<file path="src/rtl/ysyx_23060203_mem_arb.sv">
// Two-master (IFU/LSU) arbiter onto one single-beat read port.
// One transaction in flight at a time; grant is round-robin or LSU-priority.
module ysyx_23060203_mem_arb #(
    parameter int unsigned RR = 1
) (
    input  logic        clock,
    input  logic        reset,

    input  logic        ifu_arvalid,
    output logic        ifu_arready,
    input  logic [31:0] ifu_araddr,
    output logic        ifu_rvalid,
    input  logic        ifu_rready,
    output logic [31:0] ifu_rdata,
    output logic [1:0]  ifu_rresp,

    input  logic        lsu_arvalid,
    output logic        lsu_arready,
    input  logic [31:0] lsu_araddr,
    output logic        lsu_rvalid,
    input  logic        lsu_rready,
    output logic [31:0] lsu_rdata,
    output logic [1:0]  lsu_rresp,

    output logic        s_arvalid,
    input  logic        s_arready,
    output logic [31:0] s_araddr,
    input  logic        s_rvalid,
    output logic        s_rready,
    input  logic [31:0] s_rdata,
    input  logic [1:0]  s_rresp
);

    typedef enum logic [1:0] {IDLE, ADDR, DATA} state_t;

    state_t      state;
    logic        owner;   // 0 = IFU, 1 = LSU
    logic        last;    // master granted most recently
    logic        in_idle;
    logic        in_data;
    logic        grant_lsu;
    logic        ar_fire;
    logic [31:0] ar_addr;

    // Arready is combinational, so reset also gates it to keep outputs quiet.
    assign in_idle = (state == IDLE) && !reset;
    assign in_data = (state == DATA);

    always_comb begin
        grant_lsu = 1'b0;
        if (lsu_arvalid) begin
            if (!ifu_arvalid)
                grant_lsu = 1'b1;
            else if (RR != 0)
                grant_lsu = ~last;
            else
                grant_lsu = 1'b1;
        end
    end

    assign ifu_arready = in_idle & ifu_arvalid & ~grant_lsu;
    assign lsu_arready = in_idle & grant_lsu;
    assign ar_fire     = ifu_arready | lsu_arready;
    assign ar_addr     = grant_lsu ? lsu_araddr : ifu_araddr;

    // Response path follows the owner; the other master sees nothing.
    assign s_rready   = in_data & (owner ? lsu_rready : ifu_rready);
    assign ifu_rvalid = in_data & ~owner & s_rvalid;
    assign lsu_rvalid = in_data &  owner & s_rvalid;
    assign ifu_rdata  = (in_data & ~owner) ? s_rdata : 32'h0;
    assign lsu_rdata  = (in_data &  owner) ? s_rdata : 32'h0;
    assign ifu_rresp  = (in_data & ~owner) ? s_rresp : 2'b00;
    assign lsu_rresp  = (in_data &  owner) ? s_rresp : 2'b00;

    always_ff @(posedge clock or posedge reset) begin
        if (reset) begin
            state     <= IDLE;
            owner     <= 1'b0;
            last      <= 1'b1;
            s_araddr  <= 32'h0;
            s_arvalid <= 1'b0;
        end else begin
            case (state)
                IDLE: begin
                    if (ar_fire) begin
                        s_araddr  <= ar_addr;
                        owner     <= grant_lsu;
                        last      <= grant_lsu;
                        s_arvalid <= 1'b1;
                        state     <= ADDR;
                    end
                end
                ADDR: begin
                    if (s_arready) begin
                        s_arvalid <= 1'b0;
                        state     <= DATA;
                    end
                end
                DATA: begin
                    if (s_rvalid && s_rready)
                        state <= IDLE;
                end
                default: begin
                    s_arvalid <= 1'b0;
                    state     <= IDLE;
                end
            endcase
        end
    end

endmodule

</file>
<file path="config.mk">
export PLATFORM = sky130hd
export DESIGN_NAME = ysyx_23060203_mem_arb
export DESIGN_NICKNAME = d
export VERILOG_FILES = /design/src/rtl/ysyx_23060203_mem_arb.sv
export SDC_FILE = /design/constraint.sdc
export NUM_CORES = 1
export LEC_CHECK = 0
export BUFFER_PORTS_ARGS = -buffer_cell sky130_fd_sc_hd__buf_2
export CORE_AREA = 2 2 83 85
export DETAILED_ROUTE_END_ITERATION = 12
export DIE_AREA = 0 0 85 87
export GPL_TIMING_DRIVEN = 0
export PLACE_DENSITY = 0.87
export SLEW_MARGIN = 20
export SYNTH_ARGS = -nofsm -noshare
export SYNTH_HDL_FRONTEND = slang
export SYNTH_SLANG_ARGS = --single-unit
</file>
<file path="constraint.sdc">
create_clock -name clock -period 1.9 [get_ports clock]
set_input_delay 0.285 -clock clock [delete_from_list [all_inputs] [get_ports clock]]
set_output_delay 0.285 -clock clock [all_outputs]
set_load 0.03 [all_outputs]
</file>
==> out/metrics.csv, run 1 <==
stage;metric;value;unit
status;status;complete, but fails checks;
status;failing checks;negative setup slack;
layout;Area Growth Syn to Fin;79.4;%
timing;Final WS setup;-0.0489;ns
hold_path;class of the worst hold path;input port to asynchronous set/reset pin;
logic_synthesis;Syn Area/Cell;10.8;µm²
route;drt first pass iters;4;
global_route;grt ovf;0;
floorplan;die width;85;µm
logic_synthesis;Synth top area share;0.380;
timing;Final Max Tran Viols;0;
clock_tree;CTS Root Cell;clkbuf_8;
layout;nets;553;
floorplan;starting density of the core;0.361;
timing;worst slew pin tran;0.774;ns
floorplan;# IOs;212;
global_route;initial antenna violation count;2;
timing;fmax;0.513;GHz
clock_tree;Clk pin slew, worst setup/hold paths;0.08;ns
layout;layout cell share with drive strength beyond 1;0.663;
logic_synthesis;synthesized area;0.00237;mm²
timing;WHS;0.182;ns
route;Final ANT Viol Nets;0;
global_route;GRT Overall Usage;0.242;
logic_synthesis;Yosys warning count;0;
global_route;largest net degree at the start of global routing;38;
power_and_ir_drop;P per Cell Area;1410;mW/mm²
route;drt initial violations;67;
clock_tree;CTS H-tree depth;2;
worst_setup_path;Arr. time, crit path;1.66;ns
place;count of input and output buffers;211;
place;DPL Wire Length;6780;µm
logic_synthesis;Synth Register Bits;37;
floorplan;CORE AREA;0.00657;mm²
logic_synthesis;syn nets;326;
global_route;first-pass GRT wire length;14000;µm
worst_setup_path;WS Path Type;flop to output port;
clock_tree;Hold-fix buffers, CTS;0;
power_and_ir_drop;Leak;2.05;nW
clock_tree;CTS sink count;37;
clock_tree;CTS max path bufs;2;
timing;setup skew after layout;0.00674;ns
layout;Final Util;0.648;
flow_run;max cap viols;0;
worst_setup_path;worst endpoint required time;1.62;ns
route;vias per cell;5.39;
power_and_ir_drop;Sw Share;0.460;
route;Routed WL per cell;19.0;µm
power_and_ir_drop;sequential cell fraction of total power;0.244;
power_and_ir_drop;Peak VDD IR;1.03;mV
global_route;number of global-route vias before repair;2786;
worst_setup_path;CP Capture Type;output port;
logic_synthesis;sequential cell area fraction in the yosys report;0.391;
route;vias post-DR;2859;
clock_tree;CTS tree;yes;
logic_synthesis;top post-synthesis cells by area;dfrtp_1, and2_1, a2bb2oi_2;
clock_tree;Num CTS Buffers;5;
power_and_ir_drop;combinational power share;0.639;
floorplan;FP Rows;30;
timing;endpoints failing setup;20;
power_and_ir_drop;net switching power;0.00277;W
timing;Final Cycle Share;1.03;
timing;post-route minimum period;1.95;ns
logic_synthesis;Gate Count Post-Synth;220;
power_and_ir_drop;P_int;0.00325;W
floorplan;die area;0.00740;mm²
worst_setup_path;Setup crit start kind;flop;
worst_setup_path;r2r setup slk;0.11;ns
timing;Max-Slew Margin vs Limit;0.483;
worst_setup_path;critical path fanouts, max;6;
timing;Final Hold Viols;0;
route;routed wire length;10100;µm
logic_synthesis;post-synth cell types;26;
power_and_ir_drop;Clk pwr share;0.117;
place;GP Congestion;0.821;
timing;RSZ-0062 raised after global routing;true;
logic_synthesis;post-synth top area cell;dfrtp_1;
floorplan;Die Ht;87;µm
clock_tree;Clk Latency, worst-skew pair;0.28;ns
route;DRC violation count after routing;0;
==> logic make-up after synthesis <==
kind of cell,Yosys count,synth area share
muxes,1,0.00422
buffers and inverters,27,0.0553
DFF,37,0.391
and+or+nand+nor,82,0.215
AOI/OAI and AO/OA,73,0.335
==> power groups by stage <==
stage / registers, W / clock network [W] / logic, W
floorplan: 0.00210 / 0 / 0.00170
global placement: 0.00144 / 0 / 0.00321
detailed placement: 0.00147 / 0 / 0.00327
CTS: 0.00146 / 0.000711 / 0.00360
global route: 0.00151 / 0.000749 / 0.00403
finish: 0.00147 / 0.000705 / 0.00384
==> critical path, stage by stage, from the launching register on <==
cell,delay (ns)
dfrtp_1,0.47
inv_1,0.13
nor2_4,0.26
buf_4,0.18
and2_1,0.14
clkbuf_4,0.19
==> state kept, by name (all words and copies together) (netlist names) <==
signal	flops
s_araddr	32
state	2
last	1
owner	1
s_arvalid	1
==> metal layers <==
layer | wire (µm) | global-route usage | vias up
met5 | 0 | 0 | -
met4 | 418 | 0.101 | 0
met1 | 3580 | 0.260 | 1389
met2 | 5330 | 0.452 | 160
li1 | - | - | 1276
met3 | 758 | 0.0578 | 34
==> cell type report <==
class	count	area [µm²]
Antenna cell	2	5.00
Buffer	22	170
Clock buffer	7	86.3
Clock inverter	1	30.0
Fill cell	478	2310
Inverter	3	11.3
Multi-Input combinational cell	156	1390
Sequential cell	37	930
Tap cell	80	100
Timing Repair Buffer	222	1540
==> timing repair <==
| action | 4_1_cts | 5_1_grt |
|---|---|---|
| buffers inserted | 6 | 2 |
| cloned | 2 | 1 |
| pin swaps | 16 | 3 |
| setup endpoints to repair | 72 | 77 |
| gates resized for setup | 102 | 106 |
==> worst paths after layout <==
kind / start / endpoint / cells past startpoint
worst max-delay path: owner$_DFFE_PP0P_ / lsu_rresp[0] / 5
worst min-delay path: reset / owner$_DFFE_PP0P_ / 2
worst max register to register: last$_DFFE_PP1P_ / s_araddr[27]$_DFFE_PP0P_ / 5
worst min register to register: s_arvalid$_DFFE_PP0P_ / s_arvalid$_DFFE_PP0P_ / 1
max in group asynchronous: reset / state[1]$_DFFE_PP0P_ / 2
min in group clock: ifu_arvalid / last$_DFFE_PP1P_ / 2
==> cells in the final DEF (no fill, tap or decap), types with 2 or more instances in the layout <==
cell / count
nor2_4: 2
dfrtp_2: 2
a2bb2oi_2: 28
diode_2: 2
inv_1: 2
clkbuf_8: 9
nor2_1: 3
and2_4: 14
o32ai_1: 32
and2_1: 56
a2bb2oi_1: 4
buf_2: 143
buf_8: 2
a21oi_1: 2
buf_4: 23
clkbuf_1: 9
clkbuf_4: 4
dfrtp_1: 34
buf_6: 59
a21o_1: 2
==> cell usage after synthesis <==
library cell / instances
buf_6: 3
buf_2: 3
inv_1: 3
nor4_1: 1
o21ai_0: 1
nor3b_1: 1
a31oi_1: 1
a21oi_1: 2
a2bb2oi_2: 28
clkbuf_1: 17
nor3_4: 1
nor2b_1: 2
dfrtp_1: 36
a21o_1: 2
and2_1: 70
nor2_1: 5
a21bo_2: 1
mux2i_1: 1
o21a_1: 1
o22ai_1: 1
nand2_1: 1
o32ai_1: 32
dfstp_2: 1
nand2b_1: 1
buf_4: 1
a2bb2oi_1: 4
==> metrics by stage <==
step                cell area, µm²  setup slack [ns]  cells  total power [W]  TNS [ns]
floorplan                     2380             0.186    220          0.00379         0
global placement              3540           -0.0923    511          0.00465     -4.30
detailed placement            3540            -0.191    511          0.00474     -9.04
CTS                           4020           -0.0370    525          0.00577    -0.404
global route                  4260            -0.103    530          0.00629     -2.08
finish                        4260           -0.0489    530          0.00601    -0.207
No activity file was read; power rests on OpenSTA's default activity.
==> inputs of run 2 (changes only) <==
--- a/config.mk
+++ b/config.mk
@@ -10,6 +10,7 @@
 export DETAILED_ROUTE_END_ITERATION = 12
 export DIE_AREA = 0 0 85 87
 export GPL_TIMING_DRIVEN = 0
+export MAX_ROUTING_LAYER = met4
 export PLACE_DENSITY = 0.87
 export SLEW_MARGIN = 20
 export SYNTH_ARGS = -nofsm -noshare
==> out/metrics.csv, run 2 (synthesis results as in run 1) <==
stage;metric;value;unit;change
worst_setup_path;Setup crit start kind;flop;;
power_and_ir_drop;P per Cell Area;1410;mW/mm²;about the same
clock_tree;CTS max path bufs;2;;unchanged
global_route;grt ovf;0;;unchanged
power_and_ir_drop;sequential cell fraction of total power;0.244;;about the same
timing;worst slew pin tran;0.785;ns;+0.0111 ns
flow_run;max cap viols;0;;unchanged
worst_setup_path;CP peak stage delay;0.45;ns;-0.02 ns
route;drt first pass iters;4;;unchanged
worst_setup_path;cell-by-cell trace of the critical path;nand2b_4 > nor2_4 > buf_6 > and2_1 > buf_4;;
floorplan;starting density of the core;0.361;;unchanged
timing;Final Max Tran Viols;0;;unchanged
layout;Finished Layout Cells;532;;+0.38%
worst_setup_path;Arr. time, crit path;1.66;ns;about the same
worst_setup_path;WS Path Type;flop to output port;;
power_and_ir_drop;Leak;2.05;nW;about the same
worst_setup_path;critical path fanouts, max;6;;unchanged
power_and_ir_drop;Clk pwr share;0.117;;about the same
clock_tree;Clk Latency, worst-skew pair;0.28;ns;about the same
global_route;initial antenna violation count;4;;+2
timing;Final Cycle Share;1.02;;-0.00107
global_route;GRT Overall Usage;0.250;;+0.00776
floorplan;# IOs;212;;unchanged
timing;Final Hold Viols;0;;unchanged
global_route;largest net degree at the start of global routing;38;;unchanged
layout;max reg flops;32;;unchanged
timing;endpoints failing setup;19;;-5.0%
clock_tree;CTS H-tree depth;2;;unchanged
place;total placed cells including tap cells;511;;unchanged
layout;Top reg by flops;s_araddr;;
power_and_ir_drop;combinational power share;0.639;;about the same
place;GP Congestion;0.833;;+1.5%
layout;layout cell share with drive strength beyond 1;0.665;;+0.00223
power_and_ir_drop;Peak VDD IR;1.02;mV;-0.57%
layout;Area Growth Syn to Fin;79.2;%;about the same
global_route;number of global-route vias before repair;2778;;-0.29%
worst_setup_path;worst endpoint required time;1.62;ns;about the same
timing;RSZ-0062 raised after global routing;true;;
power_and_ir_drop;total power;0.00600;W;-0.17%
route;drt initial violations;113;;+69%
clock_tree;Num CTS Buffers;5;;unchanged
route;vias per cell;5.43;;+0.70%
floorplan;FP Rows;30;;unchanged
layout;Final Util;0.648;;about the same
place;DPL Wire Length;6780;µm;unchanged
worst_setup_path;slowest cell on the critical path;dfrtp_2;;
worst_setup_path;CP delay by family, top;simple AND/OR/NAND/NOR gates;;
route;vias post-DR;2890;;+1.1%
layout;nets;553;;unchanged
global_route;first-pass GRT wire length;14000;µm;+0.14%
route;DRC violation count after routing;0;;unchanged
timing;Max-Slew Margin vs Limit;0.476;;-0.00739
layout;top flop regs;s_araddr (32), state (2);;
floorplan;CORE AREA;0.00657;mm²;unchanged
clock_tree;Clk pin slew, worst setup/hold paths;0.08;ns;about the same
worst_setup_path;worst path bufs/invs;2;;-1
route;Routed WL per cell;19.3;µm;+1.2%
route;Final ANT Viol Nets;0;;unchanged
layout;commonest non-fill, non-tap cell in the layout;buf_2;;
power_and_ir_drop;Sw Share;0.460;;-0.000525
clock_tree;CTS tree;yes;;
clock_tree;CTS Root Cell;clkbuf_8;;
timing;post-route minimum period;1.95;ns;-0.00203 ns
layout;fill count;477;;-0.21%
status;status;complete, but fails checks;;
worst_setup_path;CP Capture Type;output port;;
route;routed wire length;10200;µm;+1.5%
timing;Final WS setup;-0.0468;ns;+0.00203 ns
floorplan;die area;0.00740;mm²;unchanged
timing;fmax;0.514;GHz;+0.10%
power_and_ir_drop;net switching power;0.00276;W;-0.28%
floorplan;Die Ht;87;µm;unchanged
hold_path;class of the worst hold path;input port to asynchronous set/reset pin;;
layout;most frequent cells in the layout;buf_2, buf_6, and2_1;;
timing;WHS;0.191;ns;+0.00982 ns
place;count of input and output buffers;211;;unchanged
timing;setup skew after layout;0.00589;ns;-0.000847 ns
timing;setup TNS;-0.290;ns;-0.0837 ns
power_and_ir_drop;P_int;0.00324;W;about the same
clock_tree;CTS sink count;37;;unchanged
floorplan;die width;85;µm;unchanged
status;failing checks;negative setup slack;;
## run 2: layer usage
layer / vias up / track usage / wire [µm]
li1: 1274 / - / -
met1: 1402 / 0.268 / 3700
met2: 179 / 0.451 / 5350
met3: 35 / 0.0493 / 716
met4: 0 / 0.101 / 469
met5: - / - / 0
## run 2: repair_timing
action,in CTS,in global routing
hold buffers,0,0
resized for setup,102,106
endpoints found under the hold margin,0,0
endpoints found under the setup margin,72,77
cloned,2,1
setup buffers,6,2
pin swaps,16,3
## run 2: final timing paths
check | slack, ns | cells past startpoint | endpoint | startpoint
min | 0.19 | 2 | s_araddr[16]$_DFFE_PP0P_ | reset
max | -0.05 | 5 | lsu_rdata[24] | state[0]$_DFFE_PP0P_
min in group clock | 0.21 | 2 | last$_DFFE_PP1P_ | ifu_arvalid
max reg2reg | 0.11 | 5 | s_araddr[27]$_DFFE_PP0P_ | last$_DFFE_PP1P_
min reg2reg | 0.52 | 1 | s_araddr[30]$_DFFE_PP0P_ | s_araddr[30]$_DFFE_PP0P_
max in group asynchronous | 1.17 | 2 | state[1]$_DFFE_PP0P_ | reset
## run 2: area by class of cell
cell class | count | area [µm²] | share of cell area
Clock inverter | 1 | 30.0 | 0.00706
Clock buffer | 7 | 86.3 | 0.0203
Multi-Input combinational cell | 156 | 1390 | 0.326
Inverter | 3 | 11.3 | 0.00265
Buffer | 22 | 170 | 0.0400
Antenna cell | 4 | 10.0 | 0.00235
Tap cell | 80 | 100 | 0.0235
Sequential cell | 37 | 930 | 0.219
Timing Repair Buffer | 222 | 1530 | 0.359
## run 2: metrics by stage
step | area, µm² | worst slack (ns)
6_report | 4250 | -0.0468
5_1_grt | 4250 | -0.0892
4_1_cts | 4020 | -0.0370
3_5_place_dp | 3540 | -0.191
3_3_place_gp | 3540 | -0.0923
2_1_floorplan | 2380 | 0.186
## run 2: power groups by stage
stage	clock [W]	sequential, W	combinational, W
after detailed placement	0	0.00147	0.00327
after floorplan	0	0.00210	0.00170
final	0.000700	0.00147	0.00384
after global routing	0.000749	0.00151	0.00402
after global placement	0	0.00144	0.00321
after CTS	0.000711	0.00146	0.00360
